**src/rtl/dmem_arbiter.sv**
```systemverilog
// Two-requester round-robin arbiter for the single data-memory port.
// Keeps one transaction outstanding and raises a sticky error if a response never arrives.
module dmem_arbiter #(
   parameter int unsigned timeout_p    = 255,
   parameter int unsigned addr_width_p = 32
) (
   input  logic                         clk,
   input  logic                         reset,
   input  logic [1:0]                   req_valid_i,
   input  logic [1:0]                   req_wen_i,
   input  logic [1:0]                   req_byte_i,
   input  logic [1:0][addr_width_p-1:0] req_addr_i,
   input  logic [1:0][31:0]             req_wdata_i,
   output logic [1:0]                   req_yumi_o,
   output logic [1:0]                   resp_valid_o,
   output logic [31:0]                  resp_data_o,
   input  logic [1:0]                   resp_yumi_i,
   output logic                         mem_valid_o,
   output logic                         mem_wen_o,
   output logic                         mem_byte_o,
   output logic [addr_width_p-1:0]      mem_addr_o,
   output logic [31:0]                  mem_wdata_o,
   input  logic                         mem_yumi_i,
   input  logic                         mem_valid_i,
   input  logic [31:0]                  mem_rdata_i,
   output logic                         mem_yumi_o,
   output logic                         owner_o,
   output logic                         busy_o,
   output logic                         timeout_o
);

   typedef enum logic [1:0] {IDLE, REQ, RESP} state_e;

   localparam logic [16:0] timeout_lim = 17'(timeout_p);

   state_e                  state, state_next;
   logic                    owner, last_grant, winner, grant, ack;
   logic                    wen, byte_nw, timeout;
   logic [addr_width_p-1:0] addr;
   logic [31:0]             wdata;
   logic [15:0]             cnt;
   logic [16:0]             cnt_inc;

   assign cnt_inc = {1'b0, cnt} + 17'd1;

   always_comb begin
      state_next   = state;
      grant        = 1'b0;
      winner       = 1'b0;
      ack          = 1'b0;
      req_yumi_o   = '0;
      resp_valid_o = '0;
      case (state)
         IDLE: begin
            if (|req_valid_i) begin
               // On a tie the requester that did not win last time goes first.
               winner             = (&req_valid_i) ? ~last_grant : req_valid_i[1];
               grant              = 1'b1;
               req_yumi_o[winner] = reset;
               state_next         = REQ;
            end
         end
         REQ: begin
            if (mem_yumi_i) state_next = RESP;
         end
         RESP: begin
            resp_valid_o[owner] = mem_valid_i;
            ack                 = mem_valid_i & resp_yumi_i[owner];
            if (ack) state_next = IDLE;
         end
         default: state_next = IDLE;
      endcase
   end

   always_ff @(posedge clk or negedge reset) begin
      if (!reset) begin
         state      <= IDLE;
         owner      <= 1'b0;
         last_grant <= 1'b1;
         wen        <= 1'b0;
         byte_nw    <= 1'b0;
         addr       <= '0;
         wdata      <= '0;
         cnt        <= '0;
         timeout    <= 1'b0;
      end else begin
         state <= state_next;
         if (grant) begin
            owner   <= winner;
            wen     <= req_wen_i[winner];
            byte_nw <= req_byte_i[winner];
            addr    <= req_addr_i[winner];
            wdata   <= req_wdata_i[winner];
         end
         if (ack) last_grant <= owner;
         if (state == REQ && mem_yumi_i) begin
            cnt <= '0;
         end else if (state == RESP && !mem_valid_i) begin
            if (cnt != '1) cnt <= cnt + 16'd1;
            if (cnt_inc >= timeout_lim) timeout <= 1'b1;
         end
      end
   end

   assign mem_valid_o = (state == REQ);
   assign mem_wen_o   = wen;
   assign mem_byte_o  = byte_nw;
   assign mem_addr_o  = addr;
   assign mem_wdata_o = wdata;
   assign mem_yumi_o  = ack;
   assign resp_data_o = mem_rdata_i;
   assign owner_o     = owner;
   assign busy_o      = (state != IDLE);
   assign timeout_o   = timeout;

endmodule
```
**config.mk**
```make
export PLATFORM = sky130hd
export DESIGN_NAME = dmem_arbiter
export DESIGN_NICKNAME = d
export VERILOG_FILES = /design/src/rtl/dmem_arbiter.sv
export SDC_FILE = /design/constraint.sdc
export NUM_CORES = 1
export LEC_CHECK = 0
export ABC_AREA = 1
export BUFFER_PORTS_ARGS = -buffer_cell sky130_fd_sc_hd__buf_2
export CORE_AREA = 2 2 107 109
export CTS_BUF_LIST = sky130_fd_sc_hd__clkbuf_8
export CTS_CLUSTER_DIAMETER = 150
export CTS_CLUSTER_SIZE = 8
export DETAILED_ROUTE_END_ITERATION = 10
export DIE_AREA = 0 0 109 111
export PLACE_DENSITY = 0.81
export SLEW_MARGIN = 10
export SYNTH_ARGS = -nofsm -noshare
export SYNTH_HDL_FRONTEND = slang
export SYNTH_SLANG_ARGS = --single-unit
```
**constraint.sdc**
```tcl
create_clock -name clk -period 4.1 [get_ports clk]
set_input_delay 0.615 -clock clk [delete_from_list [all_inputs] [get_ports clk]]
set_output_delay 0.615 -clock clk [all_outputs]
set_load 0.005 [all_outputs]
```
==> results of run 1 <==
==> worst max path at each step <==
stage                 endpoint  depth (start not counted)
6_report         req_yumi_o[0]                          5
3_5_place_dp   mem_wdata_o[28]                          5
4_1_cts          req_yumi_o[1]                          6
5_1_grt          req_yumi_o[1]                          6
3_3_place_gp   mem_wdata_o[28]                          5
2_1_floorplan    req_yumi_o[1]                          7
==> through the flow <==
stage / cell area, sq um / power (mW) / worst slack (ns) / hold slack, ns
final: 5680 / 3.33 / 1.56 / 0.224
after global routing: 5680 / 3.63 / 1.40 / 0.250
after CTS: 5680 / 3.38 / 1.48 / 0.222
after detailed placement: 5510 / 2.82 / 1.75 / 0.445
after global placement: 5510 / 2.79 / 1.79 / 0.442
after floorplan: 4580 / 2.20 / 2.05 / 0.319
==> worst reg2reg max path, delay by kind of cell (launching register included) <==
| kind | cells | cell delay [ns] |
|---|---|---|
| AOI/OAI and AO/OA | 3 | 0.77 |
| buffers and inverters | 1 | 0.72 |
| DFF | 1 | 0.41 |
| and+or+nand+nor | 1 | 0.34 |
==> state kept, by name, summed over array words and instances, names as in the netlist, 2 cells and up <==
| signal | cells |
|---|---|
| mem_addr_o | 32 |
| mem_wdata_o | 32 |
| cnt | 16 |
| state | 2 |
==> placed cells by master (no fill, tap or decap), drive strengths merged <==
cell type and instances:
nand2 113, xnor2 1, o31ai 1, inv 34, dfstp 1, nand4 6, nor3 5, a21oi 2
dfrtp 86, clkinv 4, clkbuf 9, nand3 14, nand3b 1, o22ai 10, buf 219, clkinvlp 1
nor2 98, ha 2, o21ai 141, xor2 5
==> cell families (layout without fill, tap and decap cells) <==
logic type,Yosys count,count (layout),synth area share
flip-flops,87,87,0.475
adder cells (fa/ha/maj),2,2,0.00546
AND/OR/NAND/NOR,237,237,0.211
XOR/XNOR,6,6,0.0115
buffers and inverters,94,267,0.109
AO/OA/AOI/OAI,154,154,0.188
==> power groups by stage <==
stage               clock network, mW  logic, mW  registers, mW
detailed placement                  0       1.41           1.41
global route                    0.600       1.58           1.44
finish                          0.542       1.39           1.40
CTS                             0.569       1.41           1.40
floorplan                           0      0.780           1.42
global placement                    0       1.38           1.41
==> routing by layer <==
metal	up-vias	wire (microns)	global-route usage
li1	2194	-	-
met1	2106	5570	0.286
met2	167	6280	0.352
met3	17	888	0.0553
met4	0	195	0.0667
met5	-	0	0
==> cell type report <==
class,instances,area share
multi-input cells,399,0.338
flip-flops and latches,87,0.383
clock inverters,7,0.00837
clock buffers,9,0.0218
inverters,32,0.0211
repair buffers,219,0.196
well taps,143,0.0315
==> impl_summary.md, run 1 <==
Floorplan
The overall die width is 109 microns. The area of the placeable core is 0.0111 sq mm. The number of placement rows is 39.

The initial utilization of the core area, before any placement, comes to 0.414. The overall die area is 0.0121 sq mm. In this run the vertical extent of the chip is 111 microns. The count of boundary I/O pins is 279.

Hold path
The worst hold path class is input pin to asynchronous set/reset pin.

Logic synthesis
For this run, the number of Yosys warnings is 0. Each instance of the synthesized netlist takes up on average 7.90 sq um. The count of cell types in the netlist is 30. Synthesis produced 580 cells. By area the synthesized netlist is led by dfrtp_1 47%, o21ai_0 13%, nand2_1 9.1%. The register area share after synthesis is 0.475. The share of synthesized area in the top cell type comes to 0.470. In the synthesized netlist the async set-or-reset flop fraction comes to 1.00.

The synthesized netlist occupies a cell area of 0.00458 sq mm. The commonest cells after synthesis are 122 x o21ai_0, 111 x nand2_1, 94 x nor2_1. The leading cell type by number of instances after synthesis is o21ai_0.

Counting every net in the synthesized netlist gives 754. Yosys mapped a number of flops with a built-in enable equal to 0. The library cell with the largest summed area after synthesis is dfrtp_1. Counting flops and latches in the post-synthesis netlist gives 87. The commonest register cell after synthesis is dfrtp_1.

Detailed routing
Using the TritonRoute via totals, the vias-per-cell ratio works out to 5.00. The detailed router placed 4,484 vias in this run. The final routed DRC violation total is 0. The routed design has 12.9 mm of wire. The first-iteration detailed-routing DRC count is 217.

In the final routed layout, each cell accounts on average for 14.4 microns. The number of iterations in the first detailed-routing pass is 5. The count of nets left with antenna violations once routing finished came out at 0.

Cells and area
Counting the fill cells in the layout gives 1,120. After the flow finishes, the layout carries non-filler instances totaling 896. The fraction of layout cells with a size suffix above 1 is 0.341.

The register area is 0.00218 sq mm. The repair_antennas step left the layout with diodes totalling 0. The area of combinational cells with multiple inputs is 0.00192 sq mm.

In the final design database the tool counted 922 nets. The synthesis-to-layout area growth is 24.0%. The final design utilization is 0.513.

Run status
The run finished with clean final reports.

Timing
The final period utilization is 0.621. On the final layout, the worst clock skew is 0.0174 ns. The number of endpoints with negative hold slack in the final report is 0.

The total setup violations reported at the end of the flow is 0. The slew at the pin closest to its max-slew limit is 0.911 ns. Setup repair after global routing left no endpoint under its margin. The max-slew violation total from the final report is 0. In this run the tightest slew margin relative to its limit is 0.393. For this run, the top clock speed supported by timing is 393 MHz.

The accumulated negative setup slack is 0 ns. The clock period could shrink to 2.54 ns.

Setup path
The worst setup path is captured at an output pin. The reg-to-reg endpoint is mem_wdata_o[28]. The setup slack on the worst flop-to-flop path is 1.81 ns. The cell family contributing the most delay on the critical path is simple AND/OR/NAND/NOR gates. The signal arrival time at the worst endpoint is 1.93 ns. The critical path starts at state[0].

The worst setup path is launched from a flip-flop. In this run the critical register-to-register path is launched from state[0]. Traced cell by cell, the critical path runs through nor2_1, o21ai_4, buf_4, nor3_1, buf_2. In this run the worst path has a maximum fanout of 18.

The required arrival time at the worst endpoint is 3.48 ns. Counting cells, the worst reg-to-reg path comes to 5. The type of the setup path with the least slack is flip-flop to output pin. Together, buffers and inverters on the worst path number 2. The largest individual stage delay along the critical path comes from the cell dfrtp_1. On the worst path, the slowest cell contributes a delay of 0.41 ns.

Global routing
The total congestion overflow is 0. Entering global routing, the biggest net connects 67 pins. The number of antenna violations at the first check in global routing is 0. Across every metal layer, demand over resource in global routing totals 0.218. The via count of the first global-routing pass is 4,255. The wire length of the first global-routing pass is 20.7 mm.

Clock network
Counting the buffers created by CTS gives 9. The hold buffer count at CTS is 0. For the worst-skew pair, the clock arrives at the later sink with an insertion delay of 0.36 ns.

The total number of H-tree levels is 3. For this design, the sink count on the clock tree is 87. Clock-pin slew was measured on the worst setup and hold paths at 0.09 ns. Post-CTS timing repair inserted 0 buffers for setup.

The post-cts repair resize count is 0. The CTS tree is built. The clock passes through at most 2 buffers. The cell sitting at the root of the clock tree is a clkbuf_8.

Pwr
IR analysis of the VDD net gives a maximum drop of 0.000289 V. The leakage power total is 2.83 nW. The share of total power dissipated in sequential elements is 0.420.

Of the total power, the clock network draws 0.163. The net switching component of the power is 1.35 mW. The internal portion of the total power is 1.98 mW.

For this design the ratio of total power to cell area is 586 mW/mm^2. The part of the total power dissipated in combinational logic is 0.417. Of the total power, the share spent switching nets is 0.405.

Flow run
The number of max-capacitance violations reported is 0.

Placement
The routability congestion estimate from global placement is 0.940. Detailed placement finished with a half-perimeter wire length of 9.31 mm. The number of placed instances, taps included, is 880.

The count of input and output buffers is 214.
Note: power is estimated with default switching activity, not from simulation.
==> run 2: changes to the inputs <==
==> constraint.sdc (replaced) <==
create_clock -name clk -period 2.4 [get_ports clk]
set_input_delay 0.36 -clock clk [delete_from_list [all_inputs] [get_ports clk]]
set_output_delay 0.36 -clock clk [all_outputs]
set_load 0.005 [all_outputs]
==> impl_summary.md, run 2 (synthesis results as in run 1) <==
Timing
The final clock skew is 0.0144 ns (was 0.0174 ns). The total setup violations reported at the end of the flow is 0 (unchanged). The accumulated negative setup slack is 0 ns (unchanged). The worst relative slew slack is 0.527 (was 0.393). Dividing the final minimum period by the clock period gives 0.833. The number of endpoints with negative hold slack in the final report is 0 (unchanged). The slew at the pin closest to its max-slew limit was 0.710 ns (was 0.911 ns). The post-route worst setup slack was 0.400 ns (was 1.56 ns). The achievable frequency is 500 MHz. Unrepaired setup endpoints after global routing: false (unchanged).

The smallest clock period supported by the final layout is computed as 2.00 ns. The max-slew violation total from the final report is 0 (unchanged).

Setup path
The startpoint of the lowest-slack register-to-register path was cnt[1] (was state[0]). The critical path capture point type is an output pin (unchanged). The nature of the critical path startpoint is a flip-flop (unchanged).

The origin of the worst setup path was state[1] (was state[0]). The signal arrival time at the worst endpoint was 1.64 ns (was 1.93 ns). The type of the setup path with the least slack is flip-flop to output pin (unchanged). The largest fanout on the critical path is 4 (was 18). The required arrival time at the worst endpoint came to 2.04 ns (was 3.48 ns).

Global routing
The pin count of the biggest net entering global routing is 68 (was 67). The number of antenna violations at the first check in global routing is 0 (unchanged). The total congestion overflow is 0 (unchanged). The all-layer global routing usage came to 0.225 (was 0.218). The wire length of the first global-routing pass was 21.3 mm (was 20.7 mm).

The via count of the first global-routing pass is 4,335 (was 4,255).

Pwr
The power density over cell area came to 1020 mW/mm^2 (was 586 mW/mm^2). The power consumption was 5.84 mW (was 3.33 mW). The largest voltage drop on the vdd net is 0.000457 V (was 0.000289 V). The leakage power total is 2.86 nW (was 2.83 nW).

Floorplan
The starting density of the core was 0.414 (unchanged). The overall die area is 0.0121 sq mm (unchanged). The area of the placeable core is 0.0111 sq mm (unchanged).

The number of placement rows is 39 (unchanged). The count of boundary I/O pins is 279 (unchanged). The overall die width was 109 microns (unchanged). The die boundary height was 111 microns (unchanged).

Cells and area
The final non-filler cell area is 0.00574 sq mm (was 0.00568 sq mm). The fraction of layout cells with a size suffix above 1 was 0.345 (was 0.341). The most frequent standard cell in the layout excluding fill and tap cells is buf_2 (unchanged). The antenna diode instance count was 0 (unchanged). The net count of the finished layout came to 926 (was 922).

The count of fill cells added during filler insertion is 1,078 (was 1,120). Most frequent cells in the layout: 213 x buf_2, 122 x o21ai_0, 110 x nand2_1, 94 x nor2_1, 86 x dfrtp_1 (unchanged). The register area is 0.00218 sq mm (unchanged). The post-layout instance count excluding filler cells is 900 (was 896). The synthesis-to-layout area growth is 25.3% (was 24.0%).

The area of combinational cells with multiple inputs was 0.00192 sq mm (unchanged).

Detailed routing
The final routed DRC violation total is 0 (unchanged). The number of iterations in the first detailed-routing pass is 4 (was 5). The first-iteration detailed-routing DRC count came to 228 (was 217). The average via count per standard cell is 5.01 (was 5.00). The remaining antenna violation count after routing came to 0 (unchanged). The overall via count from detail_route is 4,506 (was 4,484). The post-detailed-routing wire length is 13.2 mm (was 12.9 mm). The post-detailed-route wirelength per cell is 14.7 microns (was 14.4 microns).

Placement
The cell area after placement is 0.00554 sq mm (was 0.00551 sq mm). The count of input and output buffers is 214 (unchanged). The count of placed standard cells including taps came to 884 (was 880). The pre-CTS setup slack is 0.476 ns (was 1.75 ns). The routability congestion estimate from global placement came to 0.930 (was 0.940). The HPWL after detailed placement is 9.58 mm (was 9.31 mm).

Clock network
The total number of H-tree levels was 3 (unchanged). The hold buffer count at CTS is 0 (unchanged). The total clock buffers created by CTS was 9 (unchanged).

The clock root buffer is clkbuf_8 (unchanged). The insertion delay of the later-clocked pin in the worst-skew pair is 0.36 ns (about the same). The CTS tree is built (unchanged). The maximum clock path buffer count is 2 (unchanged).

The clock edge transition at the registers on the reported setup and hold paths is 0.09 ns (about the same). The buffer count from post-CTS setup fixing was 0 (unchanged). The post-cts repair resize count is 0 (unchanged). The sink count of the clock tree came to 87 (unchanged).

Run status
Result of the run: finished clean (unchanged).

Flow run
The number of max-capacitance violations reported was 0 (unchanged).

Hold path
The worst hold path class is input pin to asynchronous set/reset pin (unchanged).
[run 2: cell count changes in the layout (fill, tap and decap cells not counted)]
cell | before | now
inv_6 | 2 | 0
clkinv_2 | 2 | 1
clkinvlp_4 | 1 | 3
buf_4 | 6 | 10
bufinv_16 | 0 | 1
clkbuf_8 | 9 | 10
clkinv_4 | 1 | 0
[run 2: routing by layer]
| layer | routed length (microns) | track usage |
|---|---|---|
| met1 | 5690 | 0.299 |
| met2 | 6220 | 0.344 |
| met3 | 954 | 0.0611 |
| met4 | 351 | 0.0915 |
| met5 | 0 | 0 |
[run 2: worst paths after layout]
| path | endpoint | slack, ns | depth (start not counted) |
|---|---|---|---|
| max in group asynchronous | mem_wdata_o[20] | 1.87 | 2 |
| worst max register to register | cnt[1] | 0.45 | 9 |
| min in group clk | state[0] | 0.25 | 2 |
| worst min register to register | mem_wdata_o[9] | 0.48 | 2 |
| worst min-delay path | cnt[4] | 0.10 | 2 |
| worst max-delay path | req_yumi_o[0] | 0.40 | 4 |
[run 2: final cells by class]
class / instances / area share
Tap cell: 143 / 0.0312
Clock buffer: 10 / 0.0240
Clock inverter: 6 / 0.0107
Timing Repair Buffer: 223 / 0.199
Sequential cell: 87 / 0.379
Inverter: 32 / 0.0209
Multi-Input combinational cell: 399 / 0.335
[run 2: metrics by stage]
stage	hold slack [ns]	utilization
2_1_floorplan	0.0644	-
5_1_grt	0.146	0.518
6_report	0.100	0.518
3_5_place_dp	0.468	0.500
4_1_cts	0.120	0.518
3_3_place_gp	0.461	0.500
[run 2: where the power goes]
group | internal, mW | total [mW] | switching, mW
sequential | 2.05 | 2.37 | 0.318
combinational | 0.964 | 2.43 | 1.47
clock | 0.504 | 1.04 | 0.532
total | 3.52 | 5.84 | 2.32
[run 2: critical path: stages (launching register included)]
cell and delay [ns]:
dfrtp_1 0.41, nor2_1 0.22, o21ai_4 0.11, nor3_1 0.36
buf_2 0.20
